File: src/rtl/mult_pkg.sv
// Shared definitions for the 8-bit unsigned MAC datapath (unsigned_mult + mult_accumulator).
package mult_pkg;

  // Default datapath width, shared with unsigned_mult's result width.
  localparam int WIDTH = 8;

  // Accumulator frame state: collecting products, or holding a finished sum.
  typedef enum logic {
    ACC  = 1'b0,
    HOLD = 1'b1
  } state_t;

endpackage

File: src/rtl/sat_adder.sv
// Combinational WIDTH-bit adder with a carry-out and an optional saturating mode.
module sat_adder #(
  parameter int WIDTH = 8,
  parameter int SAT   = 0
) (
  input  logic [WIDTH-1:0] a,
  input  logic [WIDTH-1:0] b,
  output logic [WIDTH-1:0] sum,
  output logic             carry
);

  logic [WIDTH:0] wide;

  // Add with one extra bit. On carry, either wrap or clamp to all-ones.
  // With SAT=1, an all-ones input plus any nonzero value carries again,
  // so a saturated accumulator stays at all-ones for the rest of the frame.
  always_comb begin
    wide  = {1'b0, a} + {1'b0, b};
    carry = wide[WIDTH];
    if ((SAT != 0) && wide[WIDTH]) begin
      sum = '1;
    end else begin
      sum = wide[WIDTH-1:0];
    end
  end

endmodule

File: src/rtl/mult_accumulator.sv
// Accumulates COUNT products into one frame sum with a sticky overflow flag,
// then offers the sum downstream.
//
// Handshakes: a word moves across an interface exactly at a rising edge where
// valid && ready are both 1. The sender holds its valid and data steady until
// that edge. in_ready is combinational: it depends on state, rst and clear only.
// out_valid and the output data come straight from registers.
module mult_accumulator
  import mult_pkg::*;
#(
  parameter int WIDTH = mult_pkg::WIDTH,
  parameter int COUNT = 4,
  parameter int SAT   = 0
) (
  input  logic             clk,
  input  logic             rst,
  input  logic             clear,
  input  logic             in_valid,
  output logic             in_ready,
  input  logic [WIDTH-1:0] prod,
  input  logic             prod_of,
  output logic             out_valid,
  input  logic             out_ready,
  output logic [WIDTH-1:0] out_data,
  output logic             out_of
);

  localparam logic [7:0] LAST = 8'(COUNT - 1);

  state_t           state;
  logic [WIDTH-1:0] acc;
  logic [7:0]       cnt;
  logic             of_sticky;

  logic [WIDTH-1:0] next_acc;
  logic             carry;
  logic             accept;

  sat_adder #(
    .WIDTH(WIDTH),
    .SAT  (SAT)
  ) u_add (
    .a    (acc),
    .b    (prod),
    .sum  (next_acc),
    .carry(carry)
  );

  // Input handshake and output view of the registered frame result.
  // rst and clear close the input port in their own cycle.
  always_comb begin
    in_ready  = (state == ACC) && !clear && !rst;
    accept    = in_valid && in_ready;
    out_valid = (state == HOLD);
    out_data  = out_valid ? acc : '0;
    out_of    = out_valid ? of_sticky : 1'b0;
  end

  // Frame FSM. rst and clear abort everything. In ACC, each accept adds a
  // product; the last one moves to HOLD. In HOLD, a downstream take starts a new frame.
  always_ff @(posedge clk) begin
    if (rst || clear) begin
      state     <= ACC;
      acc       <= '0;
      cnt       <= '0;
      of_sticky <= 1'b0;
    end else begin
      case (state)
        ACC: begin
          if (accept) begin
            acc       <= next_acc;
            of_sticky <= of_sticky | prod_of | carry;
            cnt       <= cnt + 8'd1;
            if (cnt == LAST) begin
              state <= HOLD;
            end
          end
        end
        HOLD: begin
          if (out_ready) begin
            state     <= ACC;
            acc       <= '0;
            cnt       <= '0;
            of_sticky <= 1'b0;
          end
        end
        default: begin
          state <= ACC;
        end
      endcase
    end
  end

endmodule

File: config.mk
export PLATFORM = sky130hd
export DESIGN_NAME = mult_accumulator
export DESIGN_NICKNAME = d
export VERILOG_FILES = /design/src/rtl/mult_pkg.sv /design/src/rtl/sat_adder.sv /design/src/rtl/mult_accumulator.sv
export SDC_FILE = /design/constraint.sdc
export NUM_CORES = 1
export LEC_CHECK = 0
export ABC_AREA = 0
export CAP_MARGIN = 25
export CORE_MARGIN = 5
export CORE_UTILIZATION = 53
export CTS_BUF_LIST = sky130_fd_sc_hd__clkbuf_2 sky130_fd_sc_hd__clkbuf_4 sky130_fd_sc_hd__clkbuf_8
export CTS_CLUSTER_SIZE = 8
export DETAILED_ROUTE_END_ITERATION = 8
export DONT_BUFFER_PORTS = 1
export GPL_TIMING_DRIVEN = 0
export PLACE_DENSITY = 0.71
export SYNTH_ARGS = -nofsm -noshare
export SYNTH_HDL_FRONTEND = slang
export SYNTH_SLANG_ARGS = --single-unit
File: constraint.sdc
create_clock -name clk -period 2 [get_ports clk]
set_clock_uncertainty 0.05 [all_clocks]
set_input_delay 0.2 -clock clk [delete_from_list [all_inputs] [get_ports clk]]
set_output_delay 0.2 -clock clk [all_outputs]
set_load 0.02 [all_outputs]
# Yosys cells after proc, flatten, opt, wreduce, memory -nomap -nowiden
# Index checks and enable logic that the tools add are counted.
word_totals:
  register_bits: 18
  latchBits: 0
  mem_bits_rw: 0
  mem_bits_ro: 0
  input_bits: 14
  out_inout_bits: 11
  n_memories: 0
op_classes:
  n_addsub: 2
  multipliers: 0
  div_mod_pow: 0
  magnitude_cmp: 0
  n_eq_ne: 3
  shifts: 0
  muxes: 14
  bitwise_logic: 3
  reduce_logical: 7
ops:
  columns: ["cell", "n"]
  rows:
  - ["$mux W8", 4]
  - ["$pmux W8 S2", 2]
  - ["$add A8 B8 Y9", 1]
  - ["$add A8 B1 Y8 const B", 1]
  - ["$eq A8 B2 Y1 const B", 1]
  - ["$mux W1", 6]
  - ["$ne A2 B2 Y1 const B", 2]
  - ["$pmux W1 S2", 2]
  - ["$logic_and A1 B1 Y1", 3]
  - ["$logic_not A1 Y1", 2]
  - ["$or A1 B1 Y1", 2]
  - ["$reduce_and A2 Y1", 1]
  - ["$logic_or A1 B1 Y1", 1]
  - ["$not A1 Y1", 1]

# Longest topological paths before layout
# Gate-level depths: netlist (run 1).
depth:
  depth_word: 6
  depth_mapped: 7
  mapped_depth_nobuf: 7

# Cells and area by module
# A second synthesis (run 1) with hierarchy kept.
unflattened:
  hier_cells: 130
  hier_area_um2: 1167.4
modules_own_cells:
  columns: ["mod", "n_inst", "cells_each", "area_per_inst_um2", "seq_area_each_um2"]
  rows:
  - ["mult_accumulator", 1, 88, 843.3, 360.3]
  - ["sat_adder", 1, 42, 324.1, 0.0]

# Least setup slack after synthesis (run 1)
# OpenSTA, ideal clock, no wires.
synth_path:
  kind: "reg-to-reg"
  startpoint: "register acc[0]"
  endpoint: "register acc[6]"
  setup_ns: 0.117
  arrival_ns: 1.779
  required_time_ns: 1.833
  slack_ns: 0.054
  path_stages_with_launch: 8
  n_path_buf: 0
  cell_sequence: "dfxtp_1 ha_1 fa_1 a211oi_1 o21bai_1 a21o_1 xor2_1 a22o_1"
synth_via:
  elab_chain_len: 3
synth_rtl:
  columns: ["item", "line_no", "rtl"]
  rows:
  - ["start, declared", "mult_accumulator.sv:31", "logic [WIDTH-1:0] acc;"]
  - ["start signal, assigned", "mult_accumulator.sv:71", "acc <= next_acc;"]
  - ["$add A8 B8 Y9", "sat_adder.sv:18", "wide = {1'b0, a} + {1'b0, b};"]
  - ["$mux W8", "mult_accumulator.sv:70", "if (accept) begin"]
  - ["$pmux W8 S2", "mult_accumulator.sv:68", "case (state)"]
# No other way between the ends. The select of a mux whose other input is x is not followed.
# A chain may end at the register's enable or synchronous reset.

# Worst setup path after layout (run 1)
# Ends and elaborated chain as after synthesis.

==> results of run 1 <==
-- registers in the layout, summed over array words and instances, names as in the netlist --
name	flops
acc	8
out_valid	1
of_sticky	1
cnt	8
-- per-layer routing --
metal	routed length (um)	vias up	GRT usage (%)	share of wire, %
li1	-	449	-	-
met1	1080	411	21.1	50
met3	133	2	2.95	6.1
met4	7	0	6.07	0.32
met2	953	20	27.0	44
met5	0	-	0	0
-- power by group --
part	switching [uW]	leakage [uW]	internal, uW
Combinational	47.3	0.000304	39.1
Sequential	6.77	0.000146	367
Clock	118	0.0000210	111
-- per-stage QoR --
step / worst slack [ps] / utilization [%] / hold WS, ps / cell area, um2 / total power (uW)
detailed placement: -80.2 / 57.1 / 369 / 1110 / 465
finish: 58.4 / 59.9 / 59.1 / 1160 / 689
floorplan: 54.0 / - / 340 / 1070 / 449
CTS: 31.5 / 59.3 / 52.5 / 1150 / 690
global route: -4.84 / 59.9 / 40.6 / 1160 / 722
global placement: -65.0 / 57.1 / 354 / 1110 / 463
-- cell usage in the layout (no fill, tap or decap), types with 2 or more instances in the layout --
| cell | count |
|---|---|
| nand4_1 | 3 |
| or2_2 | 2 |
| nand2_1 | 9 |
| and2_1 | 11 |
| xor2_1 | 9 |
| o211ai_1 | 2 |
| a211oi_1 | 2 |
| clkbuf_1 | 2 |
| a21oi_1 | 5 |
| o21bai_1 | 2 |
| ha_1 | 8 |
| a22o_1 | 4 |
| nand3_1 | 4 |
| nor2_1 | 12 |
| dfxtp_1 | 17 |
| nor3_1 | 3 |
| clkbuf_4 | 3 |
| o21ai_0 | 9 |
| a21o_1 | 3 |
-- final cells by class --
class | count | area share, %
multi-input cells | 101 | 60.6
flip-flops and latches | 18 | 31.1
clock buffers | 4 | 3.12
well taps | 27 | 2.90
plain buffers | 3 | 1.61
repair buffers | 1 | 0.645
-- worst min-delay path: cells and delay by family --
kind               cells  cell delay (ps)
AOI/OAI and AO/OA      2              130
and+or+nand+nor        1               40
-- logic make-up after synthesis --
kind of cell	share of synthesized area, %
DFF	33.5
buffers and inverters	1.75
adders and majority gates	12.3
xor gates and xnor gates	8.15
and+or+nand+nor	23.7
AOI/OAI and AO/OA	20.5
-- timing repair --
action / 4_1_cts / 5_1_grt
setup endpoints to repair: 2 / 2
setup buffers: 0 / 1
cloned: 0 / 0
pin swaps: 0 / 2
resized for setup: 2 / 2
-- how the worst max path moves through the flow --
stage	start	endpoint	slack, ps	depth (start not counted)
final	acc[0]$_SDFFE_PP0P_	acc[6]$_SDFFE_PP0P_	60	7
after floorplan	acc[0]$_SDFFE_PP0P_	acc[6]$_SDFFE_PP0P_	50	7
after global routing	acc[0]$_SDFFE_PP0P_	acc[6]$_SDFFE_PP0P_	-5	7
after detailed placement	acc[0]$_SDFFE_PP0P_	acc[6]$_SDFFE_PP0P_	-80	7
after global placement	acc[0]$_SDFFE_PP0P_	acc[6]$_SDFFE_PP0P_	-60	7
after CTS	acc[0]$_SDFFE_PP0P_	acc[6]$_SDFFE_PP0P_	30	7
==> reports/metrics.yaml, run 1 <==
synth_warnings: 0
stdcell_count: 154
slew_headroom_pct: 66.6
io_buffers: 0
clk_pin_slew_ps: 110
worst_pin_slew_ps: 499
antenna_cells: 0
min_from: "in_valid"
cp_num_buf_inv: 0
regArea_um2: 362
dp_hpwl_um: 1670
grt_pass1_wl_um: 3560
min_to: "cnt[0]$_SDFFE_PP0P_"
drc: 0
gp_congestion: 0.736
fillCellCount: 206
regToRegSetupSlack_ps: 60
start_util_pct: 55.3
vias: 882
cp_data_arrival_time_ps: 2100
synthCells: 122
status: "completed"
grt_max_degree: 11
cts_tree: "built"
antenna_left: 0
syn_area_per_cell_um2: 8.81
cp_slowest_cell: "fa_2"
fp.dieW_um: 55.0
post_route_cells_drive_above_1_share_pct: 11.0
p_per_area_nw_per_um2: 592
end_kind: "flip-flop"
setup_viol: 0
synth_seq_cells: 18
rr_worst_depth: 7
synth_common_cells: "dfxtp_1, nor2_1, and2_1"
synthArstFlopShare_pct: 0
num_io_pins: 25
hold_viol_final: 0
cp_max_fo: 3
cts_root_buf: "clkbuf_4"
die-area_um2: 3030
grt_pass1_vias: 835
hold_path_depth: 3
crit_family: "compound AO/OA/AOI/OAI gates"
grt_usage_pct: 16.3
row_count: 16
dp.cells: 149
period_share_pct: 97.1
max_cap_violations: 0
synth_seq_area_share_pct: 33.5
reg2reg_to: "acc[6]$_SDFFE_PP0P_"
final_net_count: 152
synthesis.nets: 146
synth_flop_cell: "dfxtp_1"
synth_most_common_cell: "dfxtp_1"
netlist_area_um2: 1070
synthTopCellsByArea: "dfxtp_1, ha_1, xor2_1, and2_1, o21ai_0"
hold_path_class: "input pin to flip-flop"
postCtsHoldBufs: 0
wirelength_um: 2170
dr.pass1.iters: 4
yosysTopAreaCell: "dfxtp_1"
multiInputGateArea_um2: 706
startpoint_type: "flip-flop"
core_area_um2: 1940
cts_max_level: 1
die_h_um: 55.0
synth_edf_count: 0
syn2layout_area_growth_pct: 8.27
clk_latency_ps: 290
yosysTopAreaCellShare_pct: 33.5
period_needed_ps: 1940
r2r_start: "acc[0]$_SDFFE_PP0P_"
critPathKind: "flip-flop to flip-flop"
vias_per_cell: 5.73
ys_types: 30
leakage_uw: 0.000471
wl_per_cell_um: 14.1
slowest_delay_ps: 430
overflow: 0
ir_drop_uv: 413
path_cells: "ha_2 -> fa_2 -> a211oi_2 -> o21bai_1 -> a21o_1 -> xor2_1 -> a22o_1"
maxSlewViolCount: 0
drtIter0Drc: 6
clkSinkCount: 18
fmax_mhz: 515
final.setup.tns_ps: 0
required_ps: 2150
antenna_found_initial: 0
cts_buffer_depth: 2
numCtsBuffers: 3
Note: power is estimated with default switching activity, not from simulation.
==> inputs of run 2 (changes only) <==
--- a/config.mk
+++ b/config.mk
@@ -14,6 +14,7 @@
 export DETAILED_ROUTE_END_ITERATION = 8
 export DONT_BUFFER_PORTS = 1
 export GPL_TIMING_DRIVEN = 0
+export MAX_ROUTING_LAYER = met4
 export PLACE_DENSITY = 0.71
 export SYNTH_ARGS = -nofsm -noshare
 export SYNTH_HDL_FRONTEND = slang
==> run 2 against run 1 <==
Power is 0.15% higher. Global-route usage is 0.45 points higher. Die area stayed put. Clock power hardly changed. Highest routed layer unchanged.
==> reports/metrics.yaml, run 2 (synthesis gave the netlist of run 1 again) <==
cts_max_level: 1  # unchanged
p_per_area_nw_per_um2: 593  # +0.15%
fmax_mhz: 515  # about the same
switchingPower_uw: 173  # +0.58%
hold_path_depth: 3  # unchanged
setup_viol: 0  # unchanged
regToRegSetupSlack_ps: 60  # about the same
die_h_um: 55.0  # unchanged
wirelength_um: 2180  # +0.14%
wl_met2_um: 965  # +1.3%
dp.cells: 149  # unchanged
drtIter0Drc: 4  # -2
routed.top_layer: "met4"
period_share_pct: 97.0  # about the same
rr_worst_depth: 7  # unchanged
end_kind: "flip-flop"
max_cap_violations: 0  # unchanged
final_common_cell: "dfxtp_1"
overflow: 0  # unchanged
setup_slack_ps: 59.1  # +0.685 ps
power.internal_uw: 517  # about the same
p_seq_share_pct: 54.2  # about the same
fp.dieW_um: 55.0  # unchanged
netSwitchingFraction_pct: 25.0  # +0.11 points
crit_cells: 7  # unchanged
hold_path_class: "input pin to flip-flop"
worst_pin_slew_ps: 498  # -1.02 ps
cp_num_buf_inv: 0  # unchanged
cp_max_fo: 3  # unchanged
clk_pin_slew_ps: 110  # about the same
antenna_found_initial: 0  # unchanged
wl_met1_um: 1060  # -1.8%
grt_pass1_vias: 835  # unchanged
min_to: "cnt[0]$_SDFFE_PP0P_"
antenna_cells: 0  # unchanged
reg2reg_to: "acc[6]$_SDFFE_PP0P_"
gp_congestion: 0.745  # +1.2%
dr.pass1.iters: 4  # unchanged
vias: 881  # -0.11%
clkSinkCount: 18  # unchanged
final_cell_mix: "dfxtp_1, nor2_1, and2_1"
num_io_pins: 25  # unchanged
power.total_uw: 690  # +0.15%
stdcell_count: 154  # unchanged
cts_root_buf: "clkbuf_4"
cts_buffer_depth: 2  # unchanged
crit_family: "compound AO/OA/AOI/OAI gates"
vias_per_cell: 5.72  # -0.11%
slew_headroom_pct: 66.7  # +0.068 points
wl_met3_um: 140  # +5.3%
antenna_left: 0  # unchanged
grt_pass1_wl_um: 3570  # +0.20%
postCtsHoldBufs: 0  # unchanged
reg_top3: "acc x8, cnt x8"
start_util_pct: 55.3  # unchanged
cp_slowest_cell: "fa_2"
final_net_count: 152  # unchanged
row_count: 16  # unchanged
cts_tree: "built"
drc: 0  # unchanged
critPathKind: "flip-flop to flip-flop"
maxSlewViolCount: 0  # unchanged
dp_hpwl_um: 1670  # unchanged
slowest_delay_ps: 430  # about the same
final.setup.tns_ps: 0  # unchanged
post_route_cells_drive_above_1_share_pct: 11.0  # unchanged
grt_max_degree: 11  # unchanged
leakage_uw: 0.000471  # unchanged
comb_power_share_pct: 12.5  # about the same
clk_latency_ps: 300  # about the same
required_ps: 2160  # about the same
grt_usage_pct: 16.8  # +0.45 points
path_cells: "ha_2 -> fa_2 -> a211oi_2 -> o21bai_1 -> a21o_1 -> xor2_1 -> a22o_1"
ir_drop_uv: 413  # about the same
hold_viol_final: 0  # unchanged
status: "completed"
p_clk_share_pct: 33.3  # about the same
wl_per_cell_um: 14.1  # +0.14%
numCtsBuffers: 3  # unchanged
pre_cts_ws_ps: -80.2  # unchanged
r2r_start: "acc[0]$_SDFFE_PP0P_"
startpoint_type: "flip-flop"
io_buffers: 0  # unchanged
period_needed_ps: 1940  # -0.685 ps
die-area_um2: 3030  # unchanged
syn2layout_area_growth_pct: 8.27  # unchanged
cp_data_arrival_time_ps: 2100  # about the same
min_from: "in_valid"
core_area_um2: 1940  # unchanged
-- run 2: cell counts in the layout (fill, tap and decap cells not counted) --
Identical to the previous run, type by type.
-- run 2: final cells by class --
cell class                      count  area [um2]
Sequential cell                    18         362
Timing Repair Buffer                1        7.51
Fill cell                         206         778
Clock buffer                        4        36.3
Tap cell                           27        33.8
Buffer                              3        18.8
Multi-Input combinational cell    101         706
-- run 2: through the flow --
stage | utilization (%) | cell area [um2] | hold WS [ps]
2_1_floorplan | - | 1070 | 340
3_3_place_gp | 57.1 | 1110 | 354
3_5_place_dp | 57.1 | 1110 | 369
5_1_grt | 59.9 | 1160 | 40.6
4_1_cts | 59.3 | 1150 | 52.5
6_report | 59.9 | 1160 | 59.3
-- run 2: power by group through the flow --
stage          Combinational [uW]  Sequential, uW  Clock, uW
3_5_place_dp                 82.9             382          0
5_1_grt                      97.1             375        249
2_1_floorplan                69.1             380          0
6_report                     86.4             374        230
3_3_place_gp                 81.1             382          0
4_1_cts                      84.8             374        231
-- run 2: metal layers --
layer | vias to the layer above | GRT usage, %
met5 | - | -
met4 | 0 | 6.07
met3 | 2 | 2.68
met2 | 23 | 27.2
met1 | 407 | 21.1
li1 | 449 | -
-- run 2: worst min-delay path, cell delays in order --
cell and delay [ps]:
o211ai_1 50, o21ai_0 70, nor2_1 40
-- run 2: repair_timing --
action | CTS | global route
setup buffers | 0 | 1
gates resized for setup | 2 | 2
pin swaps | 0 | 2
setup endpoints to repair | 2 | 2
-- run 2: worst max-delay path by stage --
stage / startpoint / end / slack, ps
global placement: acc[0]$_SDFFE_PP0P_ / acc[6]$_SDFFE_PP0P_ / -60
detailed placement: acc[0]$_SDFFE_PP0P_ / acc[6]$_SDFFE_PP0P_ / -80
floorplan: acc[0]$_SDFFE_PP0P_ / acc[6]$_SDFFE_PP0P_ / 50
CTS: acc[0]$_SDFFE_PP0P_ / acc[6]$_SDFFE_PP0P_ / 30
finish: acc[0]$_SDFFE_PP0P_ / acc[6]$_SDFFE_PP0P_ / 60
global route: acc[0]$_SDFFE_PP0P_ / acc[6]$_SDFFE_PP0P_ / -5
==> inputs of run 3 (changes only) <==
--- a/config.mk
+++ b/config.mk
@@ -13,9 +13,9 @@
 export CTS_CLUSTER_SIZE = 8
 export DETAILED_ROUTE_END_ITERATION = 8
 export DONT_BUFFER_PORTS = 1
-export GPL_TIMING_DRIVEN = 0
 export MAX_ROUTING_LAYER = met4
 export PLACE_DENSITY = 0.71
+export SETUP_SLACK_MARGIN = 0.1
 export SYNTH_ARGS = -nofsm -noshare
 export SYNTH_HDL_FRONTEND = slang
 export SYNTH_SLANG_ARGS = --single-unit
==> run 3 against run 2 <==
Critical path depth stayed put. Power is 6.4% lower. Sequential power hardly changed. Sequential cell count stayed put. Register-to-register slack better by 20 ps.
==> reports/metrics.yaml, run 3 (synthesis gave the netlist of run 1 again) <==
syn2layout_area_growth_pct: 12.0
crit_family: "compound AO/OA/AOI/OAI gates"
numCtsBuffers: 3  # unchanged
startpoint_type: "flip-flop"
final_common_cell: "dfxtp_1"
regToRegSetupSlack_ps: 80  # +20 ps
antenna_found_initial: 0  # unchanged
power.total_uw: 646  # -6.4%
final_net_count: 156  # +2.6%
p_clk_share_pct: 27.3  # -6.0 points
slew_headroom_pct: 74.9  # +8.3 points
maxSlewViolCount: 0  # unchanged
antenna_cells: 0  # unchanged
cp_max_fo: 3  # unchanged
max_cap_violations: 0  # unchanged
core_area_um2: 1940  # unchanged
path_cells: "ha_4 -> fa_2 -> a211oi_2 -> o21bai_1 -> a21o_1 -> xor2_1 -> a22o_1"
clkSinkCount: 18  # unchanged
grt_pass1_wl_um: 3620  # +1.3%
io_buffers: 0  # unchanged
rsz0062_at_grt: "yes"
netSwitchingFraction_pct: 25.3  # +0.29 points
setup_slack_ps: 76.2  # +17.1 ps
end_kind: "flip-flop"
start_util_pct: 55.3  # unchanged
setup_viol: 0  # unchanged
vias_per_cell: 5.67  # -0.91%
clk_latency_ps: 290  # about the same
reg2reg_to: "acc[6]$_SDFFE_PP0P_"
fillCellCount: 185  # -10%
row_count: 16  # unchanged
wl_per_cell_um: 14.0  # -1.1%
stdcell_count: 157  # +1.9%
cts_max_level: 1  # unchanged
overflow: 0  # unchanged
hold_path_depth: 2  # -1
fp.dieW_um: 55.0  # unchanged
period_share_pct: 96.2  # -0.86 points
required_ps: 2150  # about the same
gp_congestion: 0.868  # +16%
final_cell_mix: "dfxtp_1, nor2_1, and2_1"
num_io_pins: 25  # unchanged
dp_hpwl_um: 1620  # -3.1%
dp.cells: 151  # +1.3%
cts_buffer_depth: 2  # unchanged
switchingPower_uw: 164  # -5.3%
leakage_uw: 0.000495  # +5.0%
crit_path_start: "acc[0]$_SDFFE_PP0P_"
slowest_delay_ps: 350  # -80 ps
period_needed_ps: 1920  # -17.1 ps
hold_viol_final: 0  # unchanged
cts_root_buf: "clkbuf_4"
hold_path_class: "input pin to flip-flop"
power.internal_uw: 482  # -6.8%
min_to: "out_valid$_SDFF_PP0_"
comb_power_share_pct: 14.7  # +2.2 points
clk_pin_slew_ps: 100  # about the same
top_usage_layer: "met1"
grt_pass1_vias: 778  # -6.8%
status: "completed"
critPathKind: "flip-flop to flip-flop"
reg_top3: "acc x8, cnt x8"
die_h_um: 55.0  # unchanged
worst_pin_slew_ps: 374  # -124 ps
cp_slowest_cell: "dfxtp_2"
cts_tree: "built"
fmax_mhz: 520  # +0.89%
grt_usage_pct: 16.9  # +0.086 points
pre_cts_ws_ps: 57.3  # +138 ps
p_seq_share_pct: 57.9  # +3.7 points
dr.pass1.iters: 4  # unchanged
post_route_cells_drive_above_1_share_pct: 16.9  # +5.9 points
die-area_um2: 3030  # unchanged
cp_data_arrival_time_ps: 2070  # -30 ps
ir_drop_uv: 367  # -11%
grt_use_met2_pct: 23.4  # -3.7 points
p_per_area_nw_per_um2: 536  # -9.6%
drc: 0  # unchanged
cp_num_buf_inv: 0  # unchanged
fin_util_pct: 62.0  # +2.1 points
wirelength_um: 2200  # +0.87%
drtIter0Drc: 20  # +16
r2r_start: "acc[0]$_SDFFE_PP0P_"
antenna_left: 0  # unchanged
grt_util_met3_pct: 2.95  # +0.27 points
grt_max_degree: 15  # +4
rr_worst_depth: 7  # unchanged
use_met1_pct: 24.3  # +3.2 points
min_from: "out_ready"
vias: 890  # +1.0%
## run 3: per-layer routing
metal | vias up | wire length [um]
li1 | 455 | -
met1 | 394 | 1030
met2 | 37 | 960
met3 | 4 | 177
met4 | 0 | 26
met5 | - | 0
## run 3: layout make-up
| cell class | instances | area, um2 | area share (%) |
|---|---|---|---|
| clock buffer | 3 | 22.5 | 1.87 |
| multi-input combinational | 101 | 724 | 60.2 |
| sequential | 18 | 363 | 30.1 |
| tap | 27 | 33.8 | 2.81 |
| timing repair buffer | 8 | 60.1 | 4.99 |
## run 3: what timing repair did
| item | 4_1_cts | 5_1_grt |
|---|---|---|
| pin swaps | 4 | 7 |
| endpoints found under the setup margin | 2 | 4 |
| setup buffers | 2 | 1 |
| hold buffers | 0 | 0 |
| resized for setup | 2 | 5 |
## run 3: power by group through the flow
stage | Clock (uW) | Combinational [uW] | Sequential (uW)
finish | 176 | 95.2 | 374
global route | 194 | 107 | 376
CTS | 183 | 89.7 | 374
detailed placement | 0 | 86.5 | 382
global placement | 0 | 86.4 | 381
floorplan | 0 | 70.4 | 380
## run 3: worst max path at each step
stage,endpoint,slack (ps),cells past startpoint
finish,acc[6]$_SDFFE_PP0P_,80,7
global route,acc[6]$_SDFFE_PP0P_,-40,7
floorplan,acc[6]$_SDFFE_PP0P_,150,7
detailed placement,acc[6]$_SDFFE_PP0P_,60,7
global placement,acc[6]$_SDFFE_PP0P_,80,7
CTS,acc[6]$_SDFFE_PP0P_,110,7
## run 3: metrics by stage
step / area (um2) / hold slack (ps) / setup TNS [ps]
final: 1200 / 50.2 / 0
after detailed placement: 1130 / 356 / 0
after CTS: 1180 / 40.4 / 0
after global routing: 1200 / 57.5 / -41.9
after global placement: 1130 / 356 / 0
after floorplan: 1080 / 340 / 0
